**config.mk**
```make
export PLATFORM = sky130hd
export DESIGN_NAME = calc_req_arbiter
export DESIGN_NICKNAME = d
export VERILOG_FILES = /design/src/rtl/calc_req_arbiter.sv
export SDC_FILE = /design/constraint.sdc
export NUM_CORES = 1
export LEC_CHECK = 0
export BUFFER_PORTS_ARGS = -buffer_cell sky130_fd_sc_hd__buf_2
export CAP_MARGIN = 20
export CORE_MARGIN = 3
export CORE_UTILIZATION = 57
export DETAILED_ROUTE_END_ITERATION = 6
export GPL_ROUTABILITY_DRIVEN = 0
export PLACE_DENSITY = 0.92
export SLEW_MARGIN = 25
export SYNTH_ARGS = -nofsm -noshare
export SYNTH_HDL_FRONTEND = slang
export SYNTH_SLANG_ARGS = --single-unit
```
**constraint.sdc**
```tcl
create_clock -name c_clk -period 5.6 [get_ports c_clk]
set_input_delay 0.84 -clock c_clk [delete_from_list [all_inputs] [get_ports c_clk]]
set_output_delay 0.84 -clock c_clk [all_outputs]
set_load 0.005 [all_outputs]
```
**src/rtl/calc_req_arbiter.sv**
```systemverilog
`default_nettype none
// ============================================================================
// Module      : calc_req_arbiter
// Description : Four-port two-beat calc request collector. It issues onto a
//               shared downstream port and routes tagged responses back to
//               the requesting port. Fixed-priority arbitration replaces
//               round-robin when CALC_ARB_FIXED_PRIORITY_EN is defined.
// Revision    : 1.0 - initial release
// ============================================================================
module calc_req_arbiter (
  input  logic        c_clk,
  input  logic        reset,
  input  logic [3:0]  req1_cmd_in,
  input  logic [3:0]  req2_cmd_in,
  input  logic [3:0]  req3_cmd_in,
  input  logic [3:0]  req4_cmd_in,
  input  logic [31:0] req1_data_in,
  input  logic [31:0] req2_data_in,
  input  logic [31:0] req3_data_in,
  input  logic [31:0] req4_data_in,
  input  logic [1:0]  req1_tag_in,
  input  logic [1:0]  req2_tag_in,
  input  logic [1:0]  req3_tag_in,
  input  logic [1:0]  req4_tag_in,
  output logic        port1_busy,
  output logic        port2_busy,
  output logic        port3_busy,
  output logic        port4_busy,
  output logic [1:0]  out_resp1,
  output logic [1:0]  out_resp2,
  output logic [1:0]  out_resp3,
  output logic [1:0]  out_resp4,
  output logic [31:0] out_data1,
  output logic [31:0] out_data2,
  output logic [31:0] out_data3,
  output logic [31:0] out_data4,
  output logic [1:0]  out_tag1,
  output logic [1:0]  out_tag2,
  output logic [1:0]  out_tag3,
  output logic [1:0]  out_tag4,
  output logic [3:0]  dn_cmd,
  output logic [31:0] dn_data,
  output logic [1:0]  dn_tag,
  input  logic [1:0]  dn_resp,
  input  logic [31:0] dn_rdata,
  input  logic [1:0]  dn_rtag
);

  typedef enum logic [1:0] {SLOT_EMPTY, SLOT_OP2, SLOT_PEND, SLOT_OUT} slot_t;
  typedef enum logic [1:0] {ISS_IDLE, ISS_ISSUE1, ISS_ISSUE2} iss_t;

  logic [3:0]  w_req_cmd  [4];
  logic [31:0] w_req_data [4];
  logic [1:0]  w_req_tag  [4];

  slot_t       r_slot     [4];
  slot_t       w_slot_nxt [4];
  logic [3:0]  r_cmd      [4];
  logic [31:0] r_op1      [4];
  logic [31:0] r_op2      [4];
  logic [1:0]  r_tag      [4];
  logic [3:0]  r_busy;
  logic [1:0]  r_out_resp [4];
  logic [31:0] r_out_data [4];
  logic [1:0]  r_out_tag  [4];

  logic [3:0]  w_pend;
  logic [3:0]  w_hit;
  logic        w_gnt_vld;
  logic [1:0]  w_gnt_idx;
  logic        w_take;

  iss_t        r_iss;
  logic [1:0]  r_cur;
  logic [3:0]  r_dn_cmd;
  logic [31:0] r_dn_data;
  logic [1:0]  r_dn_tag;
`ifndef CALC_ARB_FIXED_PRIORITY_EN
  logic [1:0]  r_ptr;
`endif

  assign w_req_cmd[0]  = req1_cmd_in;
  assign w_req_cmd[1]  = req2_cmd_in;
  assign w_req_cmd[2]  = req3_cmd_in;
  assign w_req_cmd[3]  = req4_cmd_in;
  assign w_req_data[0] = req1_data_in;
  assign w_req_data[1] = req2_data_in;
  assign w_req_data[2] = req3_data_in;
  assign w_req_data[3] = req4_data_in;
  assign w_req_tag[0]  = req1_tag_in;
  assign w_req_tag[1]  = req2_tag_in;
  assign w_req_tag[2]  = req3_tag_in;
  assign w_req_tag[3]  = req4_tag_in;

  always_comb begin
    for (int n = 0; n < 4; n++) begin
      w_pend[n] = (r_slot[n] == SLOT_PEND);
      w_hit[n]  = (dn_resp != 2'd0) && (dn_rtag == 2'(n)) && (r_slot[n] == SLOT_OUT);
    end
  end

  always_comb begin
    w_gnt_vld = 1'b0;
    w_gnt_idx = 2'd0;
`ifdef CALC_ARB_FIXED_PRIORITY_EN
    for (int i = 3; i >= 0; i--) begin
      if (w_pend[i]) begin
        w_gnt_vld = 1'b1;
        w_gnt_idx = 2'(i);
      end
    end
`else
    // Search begins one past the last grant; offset 4 wraps back to the pointer itself.
    for (int k = 1; k <= 4; k++) begin
      if (!w_gnt_vld && w_pend[r_ptr + 2'(k)]) begin
        w_gnt_vld = 1'b1;
        w_gnt_idx = r_ptr + 2'(k);
      end
    end
`endif
  end

  assign w_take = w_gnt_vld && ((r_iss == ISS_IDLE) || (r_iss == ISS_ISSUE2));

  always_comb begin
    for (int n = 0; n < 4; n++) begin
      w_slot_nxt[n] = r_slot[n];
      case (r_slot[n])
        SLOT_EMPTY: if (w_req_cmd[n] != 4'd0) w_slot_nxt[n] = SLOT_OP2;
        SLOT_OP2:   w_slot_nxt[n] = SLOT_PEND;
        SLOT_PEND:  if (w_take && (w_gnt_idx == 2'(n))) w_slot_nxt[n] = SLOT_OUT;
        SLOT_OUT:   if (w_hit[n]) w_slot_nxt[n] = SLOT_EMPTY;
        default:    w_slot_nxt[n] = SLOT_EMPTY;
      endcase
    end
  end

  always_ff @(posedge c_clk) begin
    for (int n = 0; n < 4; n++) begin
      if (reset) begin
        r_slot[n]     <= SLOT_EMPTY;
        r_busy[n]     <= 1'b0;
        r_out_resp[n] <= 2'd0;
        r_out_data[n] <= 32'd0;
        r_out_tag[n]  <= 2'd0;
      end else begin
        r_slot[n]     <= w_slot_nxt[n];
        r_busy[n]     <= (w_slot_nxt[n] != SLOT_EMPTY);
        r_out_resp[n] <= w_hit[n] ? dn_resp  : 2'd0;
        r_out_data[n] <= w_hit[n] ? dn_rdata : 32'd0;
        r_out_tag[n]  <= w_hit[n] ? r_tag[n] : 2'd0;
      end
      // Payload registers are only meaningful while the slot state says so.
      if ((r_slot[n] == SLOT_EMPTY) && (w_req_cmd[n] != 4'd0)) begin
        r_cmd[n] <= w_req_cmd[n];
        r_op1[n] <= w_req_data[n];
        r_tag[n] <= w_req_tag[n];
      end
      if (r_slot[n] == SLOT_OP2) r_op2[n] <= w_req_data[n];
    end
  end

  always_ff @(posedge c_clk) begin
    if (reset) begin
      r_iss     <= ISS_IDLE;
      r_cur     <= 2'd0;
      r_dn_cmd  <= 4'd0;
      r_dn_data <= 32'd0;
      r_dn_tag  <= 2'd0;
`ifndef CALC_ARB_FIXED_PRIORITY_EN
      r_ptr     <= 2'd3;
`endif
    end else begin
      case (r_iss)
        ISS_ISSUE1: begin
          r_iss     <= ISS_ISSUE2;
          r_dn_cmd  <= 4'd0;
          r_dn_data <= r_op2[r_cur];
          r_dn_tag  <= r_cur;
        end
        default: begin
          if (w_take) begin
            r_iss     <= ISS_ISSUE1;
            r_cur     <= w_gnt_idx;
            r_dn_cmd  <= r_cmd[w_gnt_idx];
            r_dn_data <= r_op1[w_gnt_idx];
            r_dn_tag  <= w_gnt_idx;
`ifndef CALC_ARB_FIXED_PRIORITY_EN
            r_ptr     <= w_gnt_idx;
`endif
          end else begin
            r_iss     <= ISS_IDLE;
            r_dn_cmd  <= 4'd0;
            r_dn_data <= 32'd0;
            r_dn_tag  <= 2'd0;
          end
        end
      endcase
    end
  end

  assign port1_busy = r_busy[0];
  assign port2_busy = r_busy[1];
  assign port3_busy = r_busy[2];
  assign port4_busy = r_busy[3];
  assign out_resp1  = r_out_resp[0];
  assign out_resp2  = r_out_resp[1];
  assign out_resp3  = r_out_resp[2];
  assign out_resp4  = r_out_resp[3];
  assign out_data1  = r_out_data[0];
  assign out_data2  = r_out_data[1];
  assign out_data3  = r_out_data[2];
  assign out_data4  = r_out_data[3];
  assign out_tag1   = r_out_tag[0];
  assign out_tag2   = r_out_tag[1];
  assign out_tag3   = r_out_tag[2];
  assign out_tag4   = r_out_tag[3];
  assign dn_cmd     = r_dn_cmd;
  assign dn_data    = r_dn_data;
  assign dn_tag     = r_dn_tag;

endmodule
`default_nettype wire

```
======== Word-level counts from Yosys, hierarchy flattened ========
Memory sizes are Yosys's and may differ from the RTL's. A register that Yosys moved wholly into a read port is not among the register bits.
Index checks and enable logic that the tools add are counted.
word-level totals
  flip-flop bits (word level) ............. 44
  bits in latches ......................... 0
  memory bits (writable) .................. 432
  ROM bits ................................ 0
  input port bits ......................... 190
  output and inout bits ................... 186
  memories kept ........................... 8
memory list
  memory           depth  width  rd ports  clocked after memory_dff  write ports  line  source
  r_op1            4      32     1         0                         4            59    logic [31:0] r_op1 [4];
  r_op2            4      32     1         1                         4            60    logic [31:0] r_op2 [4];
  r_out_data       4      32     4         0                         4            64    logic [31:0] r_out_data [4];
  r_cmd            4      4      1         1                         4            58    logic [3:0] r_cmd [4];
  r_out_resp       4      2      4         0                         4            63    logic [1:0] r_out_resp [4];
  r_out_tag        4      2      4         0                         4            65    logic [1:0] r_out_tag [4];
  2 more memories  --     --     --        --                        --           --
cells by class
  add/subtract/negate cells ............... 3
  multiply operators ...................... 0
  divide/modulo/power cells ............... 0
  magnitude comparators ................... 4
  equality and inequality tests ........... 20
  shift operators ......................... 0
  multiplexer cells ....................... 87
  bitwise gates (word level) .............. 18
  reduce and logical (&&, ||, !) cells .... 43
operators with widths
  cell                                                                    count
  32-bit two-way mux                                                      10
  2-bit two-way mux                                                       41
  2-bit one-hot mux with 4 select lines                                   4
  1-bit two-way mux                                                       28
  2-bit equality test (second input constant)                             13
  1-bit logical AND                                                       20
  1-bit bitwise OR                                                        16
  4-bit nonzero test                                                      4
  2-bit by 1-bit equality test with 1-bit output (second input constant)  7
  2-bit logical NOT                                                       7
  2-bit by 3-bit < comparator with 1-bit output (second input constant)   4
  2-bit nonzero test                                                      5
  1-bit binary-select mux with 2-bit select                               4
  2-bit adder (second input constant)                                     2
  1-bit logical NOT                                                       3
  3-bit OR reduction                                                      1
  2-bit by 1-bit adder with 2-bit output (second input constant)          1
  1-bit inverter                                                          2
  2-bit AND reduction                                                     1
  2-bit OR reduction                                                      1
  1-bit logical OR                                                        1

======== Longest topological paths before layout ========
An unclocked memory read counts as a cell.
  depth after elaboration ................. 19
  mapped depth ............................ 8
  mapped depth without buffers ............ 5

======== Worst setup path before layout ========
OpenSTA, ideal clock, no wires.
  path type ............................... input port to flip-flop
  start point ............................. input req4_cmd_in[0]
  end point ............................... memory r_cmd[3][0], enable pin
  library setup time ...................... 0.485 ns
  data arrival time ....................... 3.575 ns
  slack ................................... 1.540 ns
  cell stages on the path ................. 2
  buffers on the path ..................... 0
  cell sequence ........................... nor4_1 nor3_1
RTL lines
  what             line  source
  start, declared  16    input logic [3:0] req4_cmd_in,
  end, declared    58

==> results.yml <==
drt:
  routed_via_density: 5.726
  wl_per_cell_um: 24.55
  drt_first_pass_iters: 7
  wirelength_mm: 42.77
  drt_iter0_markers: 1155
  via_count: 9975
  drc: 0
  ant_nets: 0
setup_path:
  critPathLaunchType: "register"
  r2r_end: "dn_data[22]"
  crit-reg2reg-launch: "r_slot[0][1]"
  path_class: "reg -> reg"
  required_ns: 5.96
  worst_ep_arrival_time_ns: 3.02
  reg2reg_depth: 5
  r2r_slack_ns: 2.93
  crit_fanout: 33
  critPathCaptureType: "register"
clock_network:
  cts.path.max_buffers: 3
  cts.htree.levels: 2
  hold_buffers: 0
  clk_pin_slew_worst_paths_ns: 0.06
  cts_resized: 0
  clockRootBuffer: "clkbuf_16"
  clock_sink_count: 482
  postCtsSetupRepairBufs: 0
  clock_latency_ns: 0.54
  cts-buffers-inserted: 46
  cts_tree: "done"
grt:
  grt_overflow: 0
  antenna_found_initial: 15
  grt_usage: 0.2779
  grt_max_degree: 40
  grt_pass1_wl_mm: 63.32
  grt_pass1_vias: 10740
sta:
  fmaxAchievable_ghz: 0.3752
  maxSlewViolCount: 0
  setup_viol: 0
  final.setup_skew_ns: 0.01592
  max_slew.worst_pin.slew_ns: 1.046
  rsz0062_at_grt: "no"
  fin_setup_tns_ns: 0
  finalHoldViolations: 0
  period_share: 0.4760
  period_minus_slack_ns: 2.665
  relSlewSlack: 0.3024
die:
  die_x_um: 173.4
  die_area_um2: 30070
  die_y_um: 173.4
  ios: 376
  row_count: 60
  coreArea_um2: 27250
  start_util: 0.5861
yosys:
  yosys_warnings: 0
  yosys.area.top_type: "edfxtp_1"
  synth_enable_flop_cells: 280
  synth-seq-cells: 482
  synthTopCellsByArea: "edfxtp_1 (53%), dfxtp_1 (25%), and2_1 (5.8%), mux4_2 (5.1%), mux2i_1 (4.0%)"
  syn_avg_cell_area_um2: 17.32
  synthFlopType: "edfxtp_1"
  synth_top_area_share: 0.5264
  netlist_instances: 922
  ys_types: 42
  syn-num-nets: 1112
  synth_area_um2: 15970
  yosysSeqAreaShare: 0.7796
  async_flop_share: 0
power_and_ir_drop:
  p_leak_nw: 8.218
  powerDensity_nw_per_um2: 436.8
  ir_drop_uv: 303.3
finish:
  seqCellArea_um2: 12450
  layout-drive-gt1-share: 0.3844
  final_nets: 1511
  nFillCells: 1613
  synthToLayoutAreaGrowth_pct: 24.10
  fin_area_um2: 19820
  finalNonFillerCells: 1742
  multi_input_area_um2: 3369
worst_hold_path:
  whs_path_depth: 1
  min_path_type: "reg -> reg"
  whs_endpoint: "r_out_tag[3][1]"
  min_from: "r_tag[3][1]"
job:
  cap_violations: 0
placed_design:
  portBuffers: 375
  dp.cells: 1645
  placed_cell_area_um2: 18300
  dpl.hpwl_mm: 26.66
status:
  status: "finished, final reports clean"
## synth_stat cells, drive strengths merged, types with 8 or more instances
library cell and number:
a21oi 11, buf 15, mux2i 64, dfxtp 202
clkbuf 24, and2 149, mux4 36, nor2 16
nand2 37, edfxtp 280, o221ai 32, o21ai 8
## per-stage QoR
stage,util,total power [mW],setup slack (ns),hold slack [ns]
floorplan,-,5.200,1.540,0.4203
global placement,0.6714,5.613,2.994,0.4260
detailed placement,0.6714,5.686,2.894,0.4277
CTS,0.7262,8.690,2.941,0.4371
global route,0.7271,8.938,2.741,0.4533
finish,0.7274,8.658,2.935,0.4398
## critical path, cell delays in order, from the launching register on
cell	delay, ns
dfxtp_1	0.46
nand2b_1	0.23
and2_1	0.24
o21ai_2	0.43
nand2b_2	0.83
o221ai_1	0.29
## report_power, final
group / internal (mW) / switching, mW / leakage [nW]
sequential: 4.22 / 0.158 / 4.33
clock: 1.73 / 1.29 / 0.748
combinational: 0.510 / 0.746 / 3.14
total: 6.46 / 2.19 / 8.22
## sequential cells by signal, summed over array words and instances, names as in the netlist, named ones only
name	cells
r_op1	128
dn_tag	2
r_out_tag	8
dn_data	32
r_busy	4
r_cmd	16
r_slot	8
r_iss	2
r_op2	128
dn_cmd	4
r_out_data	128
r_tag	8
r_cur	2
r_out_resp	8
r_ptr	2
## per-layer routing
layer,global-route usage,part of all wire,up-vias
met5,0,0.0013,-
met4,0.1307,0.046,10
met3,0.06548,0.091,145
met2,0.4673,0.50,649
met1,0.3429,0.36,4934
li1,-,-,4237
## worst max path at each step
stage	to	cells after the start	from	slack [ns]
final	dn_data[22]	5	r_slot[0][1]	2.93
after global routing	dn_data[22]	5	r_slot[0][1]	2.74
after CTS	dn_data[22]	5	r_slot[0][1]	2.94
after detailed placement	dn_data[29]	5	reset	2.89
after global placement	dn_data[19]	5	reset	2.99
after floorplan	r_cmd[3][0]	2	req4_cmd_in[0]	1.54
## placed cells by master, fill, tap and decap left out, types with 4 or more instances in the layout
cell type / instances
mux4_2: 36
clkbuf_16: 51
diode_2: 12
mux2i_1: 64
nor2_2: 5
and2_1: 149
nor2b_4: 4
buf_4: 15
clkbuf_8: 6
nand2b_1: 4
inv_1: 4
clkbuf_1: 8
clkinv_2: 10
nand2_1: 36
buf_2: 375
clkinv_1: 6
edfxtp_1: 280
nor2_1: 11
o21ai_0: 5
o221ai_1: 32
a21oi_1: 11
a31oi_1: 4
dfxtp_1: 200
## cells by family after synthesis
group	share of synthesized area
AO/OA/AOI/OAI	0.03149
buffers and inverters	0.01386
flip-flops	0.7796
multiplexers	0.09087
AND/OR/NAND/NOR	0.08421
## layout make-up
cell class              instances  area share
diodes                         12    0.001515
clock buffers                  65     0.07007
clock inverters                20    0.005239
inverters                       5    0.001010
multi-input cells             396      0.1700
flip-flops and latches        482      0.6283
well taps                     372     0.02348
repair buffers                390      0.1004
(Power assumes the default switching activity.)
